### src/rtl/ux607_gpio_in_pkg.sv
// Shared constants and types for the UX607 GPIO input sampler.
// Holds the default geometry, the synchronizer depth and the debounce action encoding.
package ux607_gpio_in_pkg;

    localparam int unsigned GPIO_WIDTH      = 8;
    localparam int unsigned GPIO_DEB_W      = 4;
    localparam int unsigned GPIO_SYNC_DEPTH = 2;

    typedef enum logic [1:0] {
        DEB_CLEAR = 2'd0,
        DEB_COUNT = 2'd1,
        DEB_LOAD  = 2'd2
    } deb_act_e;

endpackage

### src/rtl/ux607_gpio_in_bit.sv
// One GPIO input bit: two-flop synchronizer, hold-count debouncer and
// rise/fall pending flags with write-1-to-clear (a new set beats a clear).
module ux607_gpio_in_bit
    import ux607_gpio_in_pkg::*;
#(
    parameter int unsigned DEB_W = GPIO_DEB_W
) (
    input  logic             clock,
    input  logic             reset,
    input  logic             i_pin,
    input  logic [DEB_W-1:0] i_deb_limit,
    input  logic             i_rise_ie,
    input  logic             i_fall_ie,
    input  logic             i_clr,
    output logic             o_value,
    output logic             o_rise_ip,
    output logic             o_fall_ip
);

    logic [GPIO_SYNC_DEPTH-1:0] r_sync;
    logic                       r_stable;
    logic [DEB_W-1:0]           r_cnt;
    logic                       r_rise_ip;
    logic                       r_fall_ip;
    logic                       w_s2;
    deb_act_e                   w_act;
    logic                       w_rise_set;
    logic                       w_fall_set;

    assign w_s2 = r_sync[GPIO_SYNC_DEPTH-1];

    // Synchronizer shift chain for the asynchronous pin.
    always_ff @(posedge clock) begin
        if (reset) begin
            r_sync <= '0;
        end else begin
            r_sync <= {r_sync[GPIO_SYNC_DEPTH-2:0], i_pin};
        end
    end

    // Debounce decision; >= lets a lowered limit take effect immediately.
    always_comb begin
        w_act      = DEB_CLEAR;
        w_rise_set = 1'b0;
        w_fall_set = 1'b0;
        if (w_s2 == r_stable) begin
            w_act = DEB_CLEAR;
        end else if (r_cnt >= i_deb_limit) begin
            w_act      = DEB_LOAD;
            w_rise_set = w_s2 & i_rise_ie;
            w_fall_set = ~w_s2 & i_fall_ie;
        end else begin
            w_act = DEB_COUNT;
        end
    end

    // Stable value and hold counter.
    always_ff @(posedge clock) begin
        if (reset) begin
            r_stable <= 1'b0;
            r_cnt    <= '0;
        end else begin
            case (w_act)
                DEB_CLEAR: r_cnt <= '0;
                DEB_LOAD: begin
                    r_stable <= w_s2;
                    r_cnt    <= '0;
                end
                DEB_COUNT: r_cnt <= (r_cnt == '1) ? r_cnt : r_cnt + DEB_W'(1);
                default:   r_cnt <= '0;
            endcase
        end
    end

    // Pending flags: set has priority over the clear strobe.
    always_ff @(posedge clock) begin
        if (reset) begin
            r_rise_ip <= 1'b0;
            r_fall_ip <= 1'b0;
        end else begin
            r_rise_ip <= w_rise_set | (r_rise_ip & ~i_clr);
            r_fall_ip <= w_fall_set | (r_fall_ip & ~i_clr);
        end
    end

    assign o_value   = r_stable;
    assign o_rise_ip = r_rise_ip;
    assign o_fall_ip = r_fall_ip;

endmodule

### src/rtl/ux607_gpio_in_sampler.sv
// GPIO input sampler top: WIDTH independent debounced bits sharing one hold
// count, with a combined interrupt formed directly from the pending flags.
module ux607_gpio_in_sampler
    import ux607_gpio_in_pkg::*;
#(
    parameter int unsigned WIDTH = GPIO_WIDTH,
    parameter int unsigned DEB_W = GPIO_DEB_W
) (
    input  logic             clock,
    input  logic             reset,
    input  logic [WIDTH-1:0] io_pin,
    input  logic [DEB_W-1:0] io_deb_limit,
    input  logic [WIDTH-1:0] io_rise_ie,
    input  logic [WIDTH-1:0] io_fall_ie,
    input  logic             io_clr_en,
    input  logic [WIDTH-1:0] io_clr_mask,
    output logic [WIDTH-1:0] io_value,
    output logic [WIDTH-1:0] io_rise_ip,
    output logic [WIDTH-1:0] io_fall_ip,
    output logic             io_irq
);

    logic [WIDTH-1:0] w_clr;
    logic [WIDTH-1:0] w_rise_ip;
    logic [WIDTH-1:0] w_fall_ip;

    assign w_clr = {WIDTH{io_clr_en}} & io_clr_mask;

    for (genvar i = 0; i < WIDTH; i++) begin : g_bit
        ux607_gpio_in_bit #(
            .DEB_W (DEB_W)
        ) u_bit (
            .clock       (clock),
            .reset       (reset),
            .i_pin       (io_pin[i]),
            .i_deb_limit (io_deb_limit),
            .i_rise_ie   (io_rise_ie[i]),
            .i_fall_ie   (io_fall_ie[i]),
            .i_clr       (w_clr[i]),
            .o_value     (io_value[i]),
            .o_rise_ip   (w_rise_ip[i]),
            .o_fall_ip   (w_fall_ip[i])
        );
    end

    assign io_rise_ip = w_rise_ip;
    assign io_fall_ip = w_fall_ip;
    assign io_irq     = |(w_rise_ip | w_fall_ip);

endmodule

### config.mk
export PLATFORM = sky130hd
export DESIGN_NAME = ux607_gpio_in_sampler
export DESIGN_NICKNAME = d
export VERILOG_FILES = /design/src/rtl/ux607_gpio_in_pkg.sv /design/src/rtl/ux607_gpio_in_bit.sv /design/src/rtl/ux607_gpio_in_sampler.sv
export SDC_FILE = /design/constraint.sdc
export NUM_CORES = 1
export LEC_CHECK = 0
export CORE_MARGIN = 2
export CORE_UTILIZATION = 62
export CTS_BUF_LIST = sky130_fd_sc_hd__clkbuf_16
export DETAILED_ROUTE_END_ITERATION = 12
export DONT_BUFFER_PORTS = 1
export GPL_TIMING_DRIVEN = 0
export PLACE_DENSITY_LB_ADDON = 0.05
export REMOVE_ABC_BUFFERS = 1
export SKIP_CTS_REPAIR_TIMING = 1
export SYNTH_ARGS = -nofsm -noshare
export SYNTH_HDL_FRONTEND = slang
export SYNTH_SLANG_ARGS = --single-unit
### constraint.sdc
create_clock -name clock -period 4.35 [get_ports clock]
set_input_delay 0.87 -clock clock [delete_from_list [all_inputs] [get_ports clock]]
set_output_delay 0.87 -clock clock [all_outputs]
set_load 0.05 [all_outputs]
==> results.txt <==
----------------------------------------------------
[STA]
  Worst-case setup margin in the final layout ... ~1.4 ns
  FMAX ... ~340 MHz
  Max-slew violations ... 0
  Clock tree skew after final layout ... 0.00394 ns
  Headroom to the max-slew limit ... 0.550
  Setup repair after global routing missed its margin ... false
  Final-layout setup total negative slack ... 0 ns
  Slew at the pin with the worst max-slew slack ... between 0.6 and 0.7 ns
  Final Hold Viols ... 0
  Ratio of final minimum period to clock period ... 0.667
  Final Setup Violations ... 0
  Final min period ... around 2.9 ns

[Global routing]
  Via count of the first global-routing pass ... about 2600
  Remaining global-route overflow ... 0
  Number of antenna violations at the first check in global routing ... 0
  Global-route wire length before repair ... between 10000 and 15000 um
  GR Util All Layers ... 0.214
  Largest net degree at the start of global routing ... 83

[Clocking]
  Number of buffers inserted during clock tree synthesis ... 9
  Clock Path Buffers ... 2
  TritonCTS clock tree ... done
  Insertion delay of the later-clocked pin in the worst-skew pair ... 0.32 ns
  Clock edge transition at the registers on the reported setup and hold paths ... roughly 0.05 ns
  Clock sink total ... 72
  CTS H-Tree Depth ... 3
  Clock root buffer ... clkbuf_16

[Yosys]
  Cells after Synth ... 400
  Synthesized-area fraction occupied by ao, oa, aoi and oai cells ... 0.138
  Simple-Gate Fraction of Synth Area ... 0.206
  Number of flip-flops and latches in the synthesized netlist ... 72
  Warnings from Yosys ... 0
  Count of cell types in the netlist ... 32
  Portion of the post-synthesis area used by sequential elements ... 0.370
  Average footprint of a synthesized cell ... about 9.7 um^2
  Number of enable-type register cells in the synthesized netlist ... 0
  Prevailing post-synth register cell ... dfxtp_1
  Adder and majority cell fraction of the synthesized area ... 0.128
  Total standard cell area after synthesis ... a little under 4000 um^2
  Share of async-settable or async-resettable flops after synthesis ... 0
  Combinational family with the most area after synthesis ... simple AND/OR/NAND/NOR gates
  Multiplexer share of the synthesized area ... 0.0411
  Xor and xnor area share after synthesis ... 0.0359

[Placed design]
  Placed wire-length estimate after detailed placement ... around 5000 um
  Routability congestion estimate from global placement ... approximately 0.87
  IO Port Bufs ... 0
  Dpl cell area ... ~3700 um^2
  Pre-CTS setup slack ... approximately 1.8 ns

[Drt]
  DRC violations left ... 0
  Vias ... ~2700
  Total Wirelength ... just over 7000 um
  Antenna-violating nets left ... 0
  Per-cell routed wire length ... about 16 um
  1st-pass router iterations ... 4
  Via-to-Cell Ratio ... approximately 6
  First DRT Iteration DRCs ... roughly 120

[Job]
  Max Cap Violations ... 0

[Worst setup path]
  Largest stage delay, worst path ... 0.63 ns
  Critical path arrival ... between 2 and 2.5 ns
  CP Buf/Inv Count ... 0
  Path depth of the worst reg2reg path ... 5
  Kind of end point of the critical path ... output port
  Endpoint required time on the critical path ... roughly 3.5 ns
  Kind of cell with the highest combined delay on the critical path ... simple AND/OR/NAND/NOR gates
  Startpoint class of the critical path ... flip-flop
  Type of the worst setup path ... flip-flop to output port
  Cell type of the slowest stage on the worst timing path ... nand4_1
  Reg-to-reg endpoint ... g_bit[5].u_bit.r_cnt[3]$_SDFFE_PP0P_
  Cell chain of the critical path ... nor4_1 -> nand4_1
  RR Startpoint ... g_bit[5].u_bit.r_cnt[0]$_SDFFE_PP0P_
  Critical Path Fanout Max ... 3
  Worst R2R Setup Slack ... approximately 2.7 ns

[Hold path]
  Startpoint of the worst hold path ... g_bit[1].u_bit.r_sync[0]$_SDFF_PP0_
  Worst hold path cell count ... 1
  End point of the worst hold path ... g_bit[1].u_bit.r_sync[1]$_SDFF_PP0_
  Path category of the worst min-delay check ... flip-flop to flip-flop

[Floorplan]
  Die width ... 83.3 um
  Core outline area ... around 6000 um^2
  Top-level port count ... 64
  Initial cell density of the core ... 0.651
  Die boundary height ... between 80 and 90 um
  Cell Rows ... 28
  Total Die Area ... about 6900 um^2

[Pwr]
  Worst vdd ir ... ~0.24 mV
  Leakage component of the power ... between 1.5 and 2 nW
  P per Cell Area ... about 340 nW/um^2

[Outcome]
  Outcome ... finished, final reports clean

[Finish]
  Fraction of layout cells with a size suffix above 1 ... 0.0553
  Area Overhead vs Synth ... 2.25%
  Post-route design area ... 3990 um^2
  Number of diodes added for antenna fixing ... 0
  Final Net Count ... 456

----------------------------------------------------
## power by group
group | switching [mW] | internal, mW
combinational | 0.0358 | 0.0317
sequential | 0.0129 | 0.671
clock | 0.247 | 0.368
total | 0.296 | 1.07
## flip-flops by register name, summed over array words and instances (netlist names)
name	cells
g_bit.u_bit.o_value	8
g_bit.u_bit.r_sync	16
g_bit.u_bit.r_cnt	32
g_bit.u_bit.o_rise_ip	8
g_bit.u_bit.o_fall_ip	8
## through the flow
stage          instances  total power, mW  hold slack, ns  utilization
4_1_cts              455             1.38           0.435        0.665
3_5_place_dp         441            0.765           0.423        0.625
3_3_place_gp         441            0.763           0.418        0.625
6_report             455             1.37           0.433        0.665
2_1_floorplan        366            0.751           0.414            -
5_1_grt              455             1.42           0.449        0.665
## cell usage after synthesis (10+ instances only)
cell | count | area, um^2
nand2_1 | 12 | 45.0
dfxtp_1 | 72 | 1440
nand2b_1 | 12 | 75.1
ha_1 | 40 | 500
buf_4 | 25 | 188
o21ai_0 | 10 | 50.1
nand3b_1 | 20 | 150
a21oi_1 | 16 | 80.1
mux2i_1 | 16 | 160
nor2b_1 | 16 | 100
o211ai_1 | 14 | 105
nor3_1 | 30 | 150
nand3_1 | 16 | 80.1
o31ai_1 | 12 | 90.1
inv_1 | 17 | 63.8
## kinds of logic (layout without fill, tap and decap cells)
logic type      after synthesis  in the layout
simple gates                133            133
compound gates               72             72
flops                        72             72
buf+inv                      51             31
fa+ha+maj                    40             40
xor+xnor                     16             16
mux                          16             16
## how the worst max path moves through the flow
stage	from	end	slack, ns	cells after the start
5_1_grt	g_bit[1].u_bit.o_rise_ip$_SDFF_PP0_	io_irq	1.39	2
3_3_place_gp	g_bit[1].u_bit.o_rise_ip$_SDFF_PP0_	io_irq	1.84	2
2_1_floorplan	g_bit[5].u_bit.o_rise_ip$_SDFF_PP0_	io_irq	2.18	2
4_1_cts	g_bit[1].u_bit.o_rise_ip$_SDFF_PP0_	io_irq	1.45	2
6_report	g_bit[1].u_bit.o_rise_ip$_SDFF_PP0_	io_irq	1.45	2
3_5_place_dp	g_bit[1].u_bit.o_rise_ip$_SDFF_PP0_	io_irq	1.79	2
## final cells by class
cell class	count	area, um^2
multi-input combinational	277	2140
sequential	72	1440
tap	75	93.8
fill	475	2000
inverter	17	63.8
clock buffer	9	225
clock inverter	5	18.8
## routing by layer
metal  track usage  vias up  wire length [um]
met1         0.275     1261              3390
met4        0.0686        0               111
li1              -     1395                 -
met5             0        -                 0
met3        0.0586       11               333
met2         0.350       59              3240
## placed cells by master (no fill, tap or decap), drive strengths merged
cell type / synthesis / final
o31ai: 12 / 12
nand4: 1 / 1
nand2b: 12 / 12
nand3: 16 / 16
xor2: 8 / 8
o21ai: 10 / 10
inv: 17 / 19
clkinv: 0 / 3
a2111oi: 8 / 8
nor4: 4 / 4
and4bb: 2 / 2
o21a: 6 / 6
nand3b: 22 / 22
xnor2: 8 / 8
mux2i: 16 / 16
nand2: 12 / 12
o211ai: 14 / 14
a21oi: 16 / 16
dfxtp: 72 / 72
clkbuf: 1 / 9
ha: 40 / 40
nor2: 4 / 4
nor4bb: 2 / 2
a22o: 4 / 4
nor3b: 8 / 8
or2b: 4 / 4
nor3: 30 / 30
nor2b: 16 / 16
a31oi: 2 / 2
Power figures use the tool's default switching activity.
